--- config.mk ---
export PLATFORM = sky130hd
export DESIGN_NAME = adder_seq_ctrl
export DESIGN_NICKNAME = d
export VERILOG_FILES = /design/src/rtl/adder_seq_ctrl.sv
export SDC_FILE = /design/constraint.sdc
export NUM_CORES = 1
export LEC_CHECK = 0
export BUFFER_PORTS_ARGS = -buffer_cell sky130_fd_sc_hd__buf_2
export CORE_MARGIN = 2
export CORE_UTILIZATION = 41
export CTS_CLUSTER_SIZE = 28
export DETAILED_ROUTE_END_ITERATION = 12
export PLACE_DENSITY_LB_ADDON = 0.15
export SYNTH_ARGS = -nofsm -noshare
export SYNTH_HDL_FRONTEND = slang
export SYNTH_SLANG_ARGS = --single-unit
--- constraint.sdc ---
create_clock -name clk -period 6.5 [get_ports clk]
set_clock_uncertainty 0.15 [all_clocks]
set_input_delay 0.65 -clock clk [delete_from_list [all_inputs] [get_ports clk]]
set_output_delay 0.65 -clock clk [all_outputs]
set_load 0.01 [all_outputs]
--- src/rtl/adder_seq_ctrl.sv ---
// Multi-precision add/subtract sequencer: one W-bit ripple adder time-shared over N limbs,
// least significant limb first, with the carry chained through a register.

module adder_v1 #(
    parameter int unsigned W = 4
) (
    input  logic [W-1:0] i_a,
    input  logic [W-1:0] i_b,
    input  logic         i_ci,
    output logic [W-1:0] o_s,
    output logic         o_co
);
    logic [W:0] w_c;

    always_comb begin
        w_c    = '0;
        o_s    = '0;
        w_c[0] = i_ci;
        for (int unsigned i = 0; i < W; i++) begin
            o_s[i]   = i_a[i] ^ i_b[i] ^ w_c[i];
            w_c[i+1] = (i_a[i] & i_b[i]) | (w_c[i] & (i_a[i] ^ i_b[i]));
        end
        o_co = w_c[W];
    end
endmodule

module adder_seq_ctrl #(
    parameter int unsigned W = 4,
    parameter int unsigned N = 4
) (
    input  logic           clk,
    input  logic           rst_n,
    input  logic           start,
    input  logic           sub,
    input  logic [W*N-1:0] a,
    input  logic [W*N-1:0] b,
    input  logic           cin,
    output logic           busy,
    output logic           done,
    output logic [W*N-1:0] sum,
    output logic           cout,
    output logic           ovf
);
    localparam int unsigned WN = W * N;
    localparam int unsigned KW = (N > 1) ? $clog2(N) : 1;

    typedef enum logic [1:0] {S_IDLE, S_RUN, S_DONE} state_t;

    state_t         r_state;
    state_t         w_next;
    logic [WN-1:0]  r_a;
    logic [WN-1:0]  r_bx;
    logic [WN-1:0]  r_work;
    logic           r_carry;
    logic [KW-1:0]  r_k;
    logic [W-1:0]   w_s;
    logic           w_co;
    logic           w_last;
    logic [WN-1:0]  w_work_nxt;

    // b is stored already conditioned (~b for subtract), so the latched sub flag folds into r_bx
    adder_v1 #(.W(W)) u_adder (
        .i_a  (r_a[r_k*W +: W]),
        .i_b  (r_bx[r_k*W +: W]),
        .i_ci (r_carry),
        .o_s  (w_s),
        .o_co (w_co)
    );

    assign w_last = (r_k == KW'(N - 1));

    always_comb begin
        w_work_nxt              = r_work;
        w_work_nxt[r_k*W +: W]  = w_s;
    end

    always_ff @(posedge clk or negedge rst_n) begin
        if (!rst_n) r_state <= S_IDLE;
        else        r_state <= w_next;
    end

    always_comb begin
        w_next = r_state;
        case (r_state)
            S_IDLE:  if (start) w_next = S_RUN;
            S_RUN:   if (w_last) w_next = S_DONE;
            S_DONE:  w_next = S_IDLE;
            default: w_next = S_IDLE;
        endcase
    end

    always_comb begin
        busy = (r_state == S_RUN);
        done = (r_state == S_DONE);
    end

    always_ff @(posedge clk or negedge rst_n) begin
        if (!rst_n) begin
            r_a     <= '0;
            r_bx    <= '0;
            r_work  <= '0;
            r_carry <= 1'b0;
            r_k     <= '0;
            sum     <= '0;
            cout    <= 1'b0;
            ovf     <= 1'b0;
        end else begin
            case (r_state)
                S_IDLE: begin
                    if (start) begin
                        r_a     <= a;
                        r_bx    <= sub ? ~b : b;
                        r_carry <= sub ? ~cin : cin;
                        r_k     <= '0;
                    end
                end
                S_RUN: begin
                    r_work  <= w_work_nxt;
                    r_carry <= w_co;
                    r_k     <= r_k + KW'(1);
                    if (w_last) begin
                        sum  <= w_work_nxt;
                        cout <= w_co;
                        ovf  <= (r_a[WN-1] == r_bx[WN-1]) && (w_work_nxt[WN-1] != r_a[WN-1]);
                    end
                end
                default: ;
            endcase
        end
    end
endmodule

==> results of run 1 <==
==> per-stage QoR <==
| step | instances | hold WS [ns] |
|---|---|---|
| 5_1_grt | 461 | 0.348 |
| 3_5_place_dp | 445 | 0.315 |
| 6_report | 461 | 0.324 |
| 3_3_place_gp | 445 | 0.307 |
| 2_1_floorplan | 301 | 0.204 |
| 4_1_cts | 461 | 0.331 |
==> state kept, by name, indices dropped and copies added, names as in the netlist <==
register,count
ovf,1
r_state,2
r_carry,1
r_k,2
r_a,16
r_bx,16
sum,16
r_work,16
cout,1
==> power groups by stage <==
| stage | registers, uW | clock network (uW) | logic [uW] |
|---|---|---|---|
| after floorplan | 734 | 0 | 748 |
| after global placement | 773 | 0 | 1010 |
| after detailed placement | 779 | 0 | 1030 |
| after CTS | 771 | 330 | 1030 |
| after global routing | 797 | 357 | 1130 |
| final | 767 | 319 | 1000 |
==> critical path, cell delays in order (launching register included) <==
cell	delay, ns
dfrtp_1	0.85
mux4_2	0.59
inv_1	0.09
fa_1	0.16
inv_1	0.05
fa_1	0.35
inv_1	0.08
fa_1	0.16
inv_1	0.05
fa_1	0.60
a2111o_1	0.42
nand3_1	0.07
==> synth_stat cells <==
cell      count  area (um2)
buf_6         4        45.0
o21bai_1      2        15.0
inv_1        14        52.6
inv_2         1        3.75
a2111o_1      1        11.3
dfrtp_1      71        1780
and4bb_1      1        12.5
mux2i_1       1        10.0
mux4_2        8         180
ha_1          6        75.1
o21ai_0      18        90.1
buf_2         8        40.0
a32o_1        7        70.1
nand2_1      26        97.6
and2b_1       5        37.5
nand2b_4      1        13.8
clkbuf_1      4        15.0
nor2_1       19        71.3
a21oi_1      32         160
nor3b_4       1        18.8
and4b_1       1        10.0
xnor2_1      17         149
nand3_1       1        5.00
nand4_1       1        6.26
a31oi_1       1        6.26
fa_1          4        80.1
nand3b_2      1        11.3
buf_4         3        22.5
a22o_1        9        78.8
nor2b_1      13        81.3
mux2_2       16         180
nor4b_1       1        8.76
o2bb2a_1      1        10.0
and4bb_2      2        25.0
==> area by class of cell <==
class / count / area share, %
clock inverter: 4 / 0.507
timing repair buffer: 58 / 7.48
inverter: 15 / 1.43
clock buffer: 12 / 3.93
multi-input combinational: 196 / 38.4
tap: 105 / 3.33
sequential: 71 / 45.0
==> cells by family (layout without fill, tap and decap cells) <==
| kind of cell | count (synthesis) | after routing | share of synthesized area, % |
|---|---|---|---|
| compound gates | 71 | 71 | 12.7 |
| xor+xnor | 17 | 17 | 4.29 |
| fa+ha+maj | 10 | 10 | 4.47 |
| buf+inv | 34 | 89 | 5.15 |
| flops | 71 | 71 | 51.2 |
| mux | 25 | 25 | 10.7 |
| simple gates | 73 | 73 | 11.5 |
==> layer usage <==
layer  wire (um)  up-vias
met2        3020       49
met5           0        -
li1            -     1143
met4         189        0
met1        3440     1075
met3         285       17
==> final timing paths <==
kind / depth (start not counted) / from / slack (ns) / endpoint
min reg2reg: 2 / sum[1] / 0.32 / sum[1]
min: 2 / sum[1] / 0.32 / sum[1]
min in group asynchronous: 2 / rst_n / 0.35 / sum[6]
max: 11 / r_k[0] / 2.83 / ovf
max reg2reg: 11 / r_k[0] / 2.83 / ovf
max in group asynchronous: 2 / rst_n / 5.25 / r_bx[4]
==> flow_metrics.py, run 1 <==
metrics = {
    "grt": {
        "met1_usage_pct": 24.7,
        "grt_util_met2_pct": 24.7,
        "met3_usage_pct": 4.70,
        "first_global_vias": 2275,
        "grt_overflow_total": 0,
        "antenna_found_initial": 0,
        "grt_use_total_pct": 17.4,
        "gr-max-usage-layer": "met1",
        "grt_max_degree": 72,
        "grt_first_pass_wirelength_um": 11700,
    },
    "sta": {
        "maxSlewHeadroom_pct": 39.2,
        "timing.fmax_mhz": 273,
        "rsz0062_at_grt": "false",
        "layout_setup_ws_ns": 2.83,
        "hold_viol": 0,
        "finalCritPeriodShare_pct": 56.5,
        "finalMaxSlewViolations": 0,
        "finalSetupTns_ns": 0,
        "final.min_clock_period_ns": 3.67,
        "finalSetupViolations": 0,
        "worst_pin_slew_ns": 0.912,
    },
    "final_layout": {
        "seq_area_mm2": 0.00178,
        "num_antenna_cells": 0,
        "multi_input_area_mm2": 0.00152,
        "final_cell_mix": "dfrtp_1, buf_2, a21oi_1",
        "synthToLayoutAreaGrowth_pct": 13.8,
        "post-route-cell-area_mm2": 0.00395,
        "fin_nets": 398,
        "final_common_cell": "dfrtp_1",
        "drive_above_1_share_pct": 28.9,
        "fillers": 761,
        "post-route-util_pct": 48.1,
    },
    "power": {
        "netSwitchingFraction_pct": 42.6,
        "p_switching_uw": 891,
        "p_comb_share_pct": 48.0,
        "power_frac_seq_pct": 36.7,
        "power_leakage_uw": 0.00183,
        "pwr-share-clk_pct": 15.3,
        "power.total_uw": 2090,
        "internal_power_uw": 1200,
        "p_per_area_mw_per_mm2": 529,
        "vdd_drop_max_mv": 0.234,
    },
    "detailed_routing": {
        "via_per_inst": 4.95,
        "antenna_left": 0,
        "drtPass1Iterations": 4,
        "num_vias": 2284,
        "wl_um": 6940,
        "drtIter0Drc": 98,
        "wl_per_cell_um": 15.0,
        "drc_errors": 0,
    },
    "critical_path": {
        "worstSetupStartpointType": "flop",
        "worst_ep_required_time_ns": 6.64,
        "endpoint_kind": "flop",
        "path_max_fanout": 18,
        "critPathKind": "reg -> reg",
        "arrival_ns": 3.81,
    },
    "clock_tree": {
        "post_cts_buffers": 0,
        "ctsLongestPathBuffers": 2,
        "ctsHtreeMaxLevel": 3,
        "cts_tree": "built",
        "cts_made_buffers": 9,
        "cts_num_sinks": 71,
        "worstSkewPairLatency_ns": 0.35,
        "cts-root-buf": "clkbuf_8",
        "ctsResizeCount": 0,
        "cts_hold_buf": 0,
        "cts.reportedPaths.clkPinSlew_ns": 0.07,
    },
    "place": {
        "gp_congestion": 0.753,
        "dpl_worst_slack_ns": 2.81,
        "hpwlAfterDp_um": 4780,
        "placedInstanceArea_mm2": 0.00377,
        "io_buffers": 56,
    },
    "hold_path": {
        "holdCritPathClass": "reg -> reg",
    },
    "yosys": {
        "syn_area_mm2": 0.00347,
        "synth-seq-cells": 71,
        "yosysWarnings": 0,
        "synth_cell_type_count": 34,
        "netlist_instances": 301,
        "ys_seq_area_share_pct": 51.2,
        "synth.net_count": 348,
        "avgSynthCellArea_um2": 11.5,
    },
    "floorplanning": {
        "core_mm2": 0.00822,
        "initial_utilization_pct": 42.2,
        "chipWidth_um": 96.0,
        "dieArea_mm2": 0.00922,
        "ios": 57,
        "rows": 33,
        "die_h_um": 96.0,
    },
    "job": {
        "drv_cap": 0,
    },
    "status": {
        "status": "complete, no violations",
    },
}
No activity file was read; power rests on OpenSTA's default activity.
==> run 2, diff against run 1 <==
==> constraint.sdc (replaced) <==
create_clock -name clk -period 3.7 [get_ports clk]
set_clock_uncertainty 0.15 [all_clocks]
set_input_delay 0.37 -clock clk [delete_from_list [all_inputs] [get_ports clk]]
set_output_delay 0.37 -clock clk [all_outputs]
set_load 0.01 [all_outputs]
==> run 2 against run 1 <==
  * Clock-buffer cell count fell by 2
  * Sequential share of layout area fell by 1.2 points
  * Final cell count rose by 1.1%
  * Maximum frequency rose by 9.6%
  * Utilization rose by 1.3 points
  * Power rose by 87%
  * Non-clock buffer count rose by 5
  * Critical endpoint unchanged
  * Largest cell class unchanged
  * Highest routed layer unchanged
==> flow_metrics.py, run 2 (synthesis gave the netlist of run 1 again) <==
metrics = {
    "floorplanning": {
        "chipWidth_um": 96.0,
        "ios": 57,
        "core_mm2": 0.00822,
        "initial_utilization_pct": 42.2,
        "rows": 33,
        "die_h_um": 96.0,
        "dieArea_mm2": 0.00922,
    },
    "critical_path": {
        "worstSetupStartpointType": "flop",
        "worst_ep_required_time_ns": 3.83,
        "endpoint_kind": "flop",
        "r2r-end": "ovf",
        "r2r_slack_ns": 0.35,
        "r2r_cells": 11,
        "critPathKind": "reg -> reg",
        "path_max_fanout": 9,
        "r2r-start": "r_k[0]",
        "arrival_ns": 3.48,
    },
    "power": {
        "vdd_drop_max_mv": 0.465,
        "power.total_uw": 3920,
        "p_per_area_mw_per_mm2": 965,
        "power_leakage_uw": 0.00188,
    },
    "sta": {
        "hold_viol": 0,
        "finalSetupViolations": 0,
        "layout_setup_ws_ns": 0.351,
        "finalCritPeriodShare_pct": 90.5,
        "maxSlewHeadroom_pct": 56.4,
        "final.min_clock_period_ns": 3.35,
        "finalMaxSlewViolations": 0,
        "rsz0062_at_grt": "false",
        "whs_ns": 0.108,
        "worst_pin_slew_ns": 0.653,
        "timing.fmax_mhz": 299,
        "finalSetupTns_ns": 0,
    },
    "place": {
        "dpl_worst_slack_ns": 0.304,
        "gp_congestion": 0.785,
        "io_buffers": 56,
        "hpwlAfterDp_um": 5040,
    },
    "clock_tree": {
        "cts_hold_buf": 1,
        "post_cts_buffers": 0,
        "worstSkewPairLatency_ns": 0.34,
        "ctsLongestPathBuffers": 2,
        "cts-root-buf": "clkbuf_8",
        "cts.reportedPaths.clkPinSlew_ns": 0.07,
        "ctsResizeCount": 0,
        "cts_made_buffers": 9,
        "cts_num_sinks": 71,
        "ctsHtreeMaxLevel": 3,
        "cts_tree": "built",
    },
    "grt": {
        "antenna_found_initial": 0,
        "first_global_vias": 2288,
        "grt_overflow_total": 0,
        "grt_first_pass_wirelength_um": 11700,
        "grt_use_total_pct": 17.0,
        "grt_max_degree": 36,
    },
    "hold_path": {
        "hold_depth": 2,
        "holdCritPathClass": "in -> reg",
        "whs_endpoint": "r_a[15]",
        "hold_start": "a[15]",
    },
    "final_layout": {
        "drive_above_1_share_pct": 29.9,
        "num_antenna_cells": 0,
        "final_cell_mix": "dfrtp_1, buf_2, a21oi_1",
        "final_common_cell": "dfrtp_1",
        "synthToLayoutAreaGrowth_pct": 17.0,
        "fin_nets": 403,
        "post-route-util_pct": 49.4,
    },
    "status": {
        "status": "complete, no violations",
    },
    "detailed_routing": {
        "via_per_inst": 4.96,
        "wl_per_cell_um": 15.2,
        "drtPass1Iterations": 4,
        "drc_errors": 0,
        "drtIter0Drc": 90,
        "wl_um": 7110,
        "antenna_left": 0,
        "num_vias": 2312,
    },
    "job": {
        "drv_cap": 0,
    },
}
==> run 2: cell types whose count changed in the layout (fill, tap and decap cells not counted) <==
cell | before | now
buf_4 | 2 | 6
bufinv_16 | 0 | 3
clkinv_2 | 4 | 2
clkbuf_1 | 1 | 0
clkbuf_8 | 11 | 10
clkinvlp_4 | 0 | 1
dlygate4sd3_1 | 0 | 1
==> run 2: cell type report <==
class                   instances  area, um2
fillers                       777       4160
well taps                     105        131
flip-flops and latches         71       1780
repair buffers                 63        335
multi-input cells             196       1520
clock buffers                  10        138
inverters                      15       56.3
clock inverters                 6        108
==> run 2: critical path, stage by stage (launching register included) <==
cell and delay, ns:
dfrtp_1 0.56, mux4_2 0.54, inv_1 0.08, fa_1 0.16, inv_1 0.05, fa_1 0.35
inv_1 0.07, fa_1 0.16, inv_1 0.05, fa_1 0.60, a2111o_1 0.42, nand3_1 0.08
==> run 2: worst max-delay path by stage <==
stage	slack, ns	cells past startpoint	end	startpoint
global route	0.16	11	ovf	r_k[0]
floorplan	0.41	13	ovf	r_k[0]
global placement	0.39	11	ovf	r_k[0]
detailed placement	0.30	11	ovf	r_k[0]
finish	0.35	11	ovf	r_k[0]
CTS	0.29	11	ovf	r_k[0]
==> run 2: metal layers <==
metal	share of wire (%)	vias to the layer above	GRT usage, %
met1	49	1099	24.6
met3	4.8	11	3.84
met5	0	-	0
met2	45	55	24.8
li1	-	1147	-
met4	1.6	0	6.43
==> run 2: metrics by stage <==
stage | instances | instance area [um2]
after floorplan | 301 | 3470
after global placement | 449 | 3800
after detailed placement | 449 | 3800
after CTS | 466 | 4060
after global routing | 466 | 4060
final | 466 | 4060
==> run 2: power breakdown <==
| group | switching, uW | internal (uW) |
|---|---|---|
| clock | 298 | 464 |
| combinational | 1080 | 759 |
| sequential | 217 | 1090 |
| total | 1600 | 2320 |
==> run 3, diff against run 2 <==
==> constraint.sdc (replaced) <==
create_clock -name clk -period 2.8 [get_ports clk]
set_clock_uncertainty 0.15 [all_clocks]
set_input_delay 0.28 -clock clk [delete_from_list [all_inputs] [get_ports clk]]
set_output_delay 0.28 -clock clk [all_outputs]
set_load 0.01 [all_outputs]
==> run 3 against run 2 <==
  * Power rose by 37%
  * Flip-flop and latch count did not move
  * Clock power fell by 6.6%
  * Clock-buffer cell count rose by 3
  * Cell area rose by 0.65%
  * Critical path depth did not move
  * Global-route usage rose by 0.21 points
  * Sequential power rose by 31%
  * Final cell count rose by 1.7%
  * Sequential share of layout area fell by 0.25 points
  * The flow now finishes with violations (setup timing)
  * Maximum frequency rose by 14%
==> flow_metrics.py, run 3 (synthesis gave the netlist of run 1 again) <==
metrics = {
    "grt": {
        "grt_max_degree": 35,
        "first_global_vias": 2358,
        "grt_overflow_total": 0,
        "grt_first_pass_wirelength_um": 11700,
        "grt_use_total_pct": 17.2,
        "antenna_found_initial": 0,
    },
    "sta": {
        "finalCritPeriodShare_pct": 105,
        "hold_viol": 0,
        "rsz0062_at_grt": "true",
        "maxSlewHeadroom_pct": 63.4,
        "layout_setup_ws_ns": -0.145,
        "finalSetupViolations": 10,
        "worst_pin_slew_ns": 0.550,
        "whs_ns": 0.0204,
        "timing.fmax_mhz": 340,
        "final.min_clock_period_ns": 2.94,
        "finalMaxSlewViolations": 0,
    },
    "detailed_routing": {
        "num_vias": 2372,
        "drtIter0Drc": 56,
        "via_per_inst": 5.00,
        "wl_per_cell_um": 15.0,
        "wl_um": 7110,
        "drtPass1Iterations": 4,
        "drc_errors": 0,
        "antenna_left": 0,
    },
    "clock_tree": {
        "ctsLongestPathBuffers": 2,
        "worstSkewPairLatency_ns": 0.34,
        "cts.reportedPaths.clkPinSlew_ns": 0.07,
        "cts_made_buffers": 9,
        "cts_tree": "built",
        "ctsHtreeMaxLevel": 3,
        "cts_num_sinks": 71,
        "cts-root-buf": "clkbuf_8",
    },
    "final_layout": {
        "fin_nets": 413,
        "drive_above_1_share_pct": 33.9,
        "synthToLayoutAreaGrowth_pct": 17.7,
        "post-route-util_pct": 49.7,
        "num_antenna_cells": 0,
        "post-route-cell-area_mm2": 0.00409,
        "final_common_cell": "dfrtp_1",
        "fillers": 787,
        "final_cell_mix": "dfrtp_1, buf_2, a21oi_1",
        "final_cells": 474,
    },
    "place": {
        "gp_congestion": 0.829,
        "dp_cells": 458,
        "io_buffers": 56,
        "dpl_worst_slack_ns": -0.163,
        "placedInstanceArea_mm2": 0.00388,
        "hpwlAfterDp_um": 5220,
    },
    "critical_path": {
        "path_max_fanout": 4,
        "critPathKind": "reg -> reg",
        "worstSetupStartpointType": "flop",
        "worst_ep_required_time_ns": 2.93,
        "arrival_ns": 3.07,
        "endpoint_kind": "flop",
    },
    "hold_path": {
        "holdCritPathClass": "in -> reg",
    },
    "floorplanning": {
        "die_h_um": 96.0,
        "dieArea_mm2": 0.00922,
        "initial_utilization_pct": 42.2,
        "core_mm2": 0.00822,
        "chipWidth_um": 96.0,
        "rows": 33,
        "ios": 57,
    },
    "power": {
        "vdd_drop_max_mv": 0.845,
        "power_leakage_uw": 0.00188,
        "p_per_area_mw_per_mm2": 1320,
    },
    "status": {
        "violations": "setup timing",
        "status": "finished, violations left",
    },
    "job": {
        "drv_cap": 0,
    },
}
## run 3: cell types whose count changed in the layout (fill, tap and decap cells not counted), sizes merged
cell / previous run / this run
buf: 62 / 71
clkbuf: 10 / 13
clkinvlp: 1 / 0
bufinv: 3 / 0
clkinv: 2 / 1
dlygate4sd3: 1 / 2
## run 3: metrics by stage
stage                     TNS (ns)  total power [uW]
after global placement      -0.988              4500
final                       -0.995              5380
after CTS                    -1.26              5290
after detailed placement     -1.34              4540
after floorplan              -2.34              3620
after global routing         -2.23              5800
## run 3: timing repair
action                                  CTS  global route
hold endpoints to repair                 22             0
gates resized for setup                   0             6
endpoints found under the setup margin   10            19
pin swaps                                 1             3
gates cloned                              0             0
buffers inserted                          1             0
hold buffers                              2             0
## run 3: worst max-delay path, stage by stage (launching register included)
cell	delay, ns
dfrtp_2	0.44
mux4_2	0.35
inv_2	0.04
fa_2	0.35
inv_2	0.06
fa_2	0.18
inv_2	0.04
fa_2	0.32
inv_2	0.06
fa_2	0.46
a2111o_1	0.37
nand3_1	0.07
## run 3: path summary, 6_finish.rpt
path	from	end	slack, ns	cells after the start
worst max-delay path	r_k[0]	ovf	-0.14	11
worst min-delay path	a[11]	r_a[11]	0.02	2
worst max register to register	r_k[0]	ovf	-0.14	11
worst min register to register	sum[2]	sum[2]	0.32	2
max in group asynchronous	rst_n	r_bx[5]	1.46	3
min in group asynchronous	rst_n	sum[6]	0.31	2
## run 3: metal layers
metal  up-vias  GRT usage, %  routed length (um)
li1       1167             -                   -
met1      1146          23.1                3390
met2        47          26.0                3330
met3        12          3.60                 234
met4         0          9.05                 159
met5         -             0                   0
## run 3: final cells by class
type                    instances  area [um2]  share of cell area (%)
flip-flops and latches         71        1780                    43.5
multi-input cells             196        1530                    37.5
repair buffers                 73         420                    10.3
clock buffers                  13         159                    3.89
well taps                     105         131                    3.21
inverters                      15        58.8                    1.44
clock inverters                 1        5.00                   0.122
## run 3: where the power goes
part,switching (uW),total (uW),leakage (uW),internal [uW]
logic,1600,2950,0.000915,1350
registers,266,1720,0.000884,1450
clock network,352,712,0.0000854,360
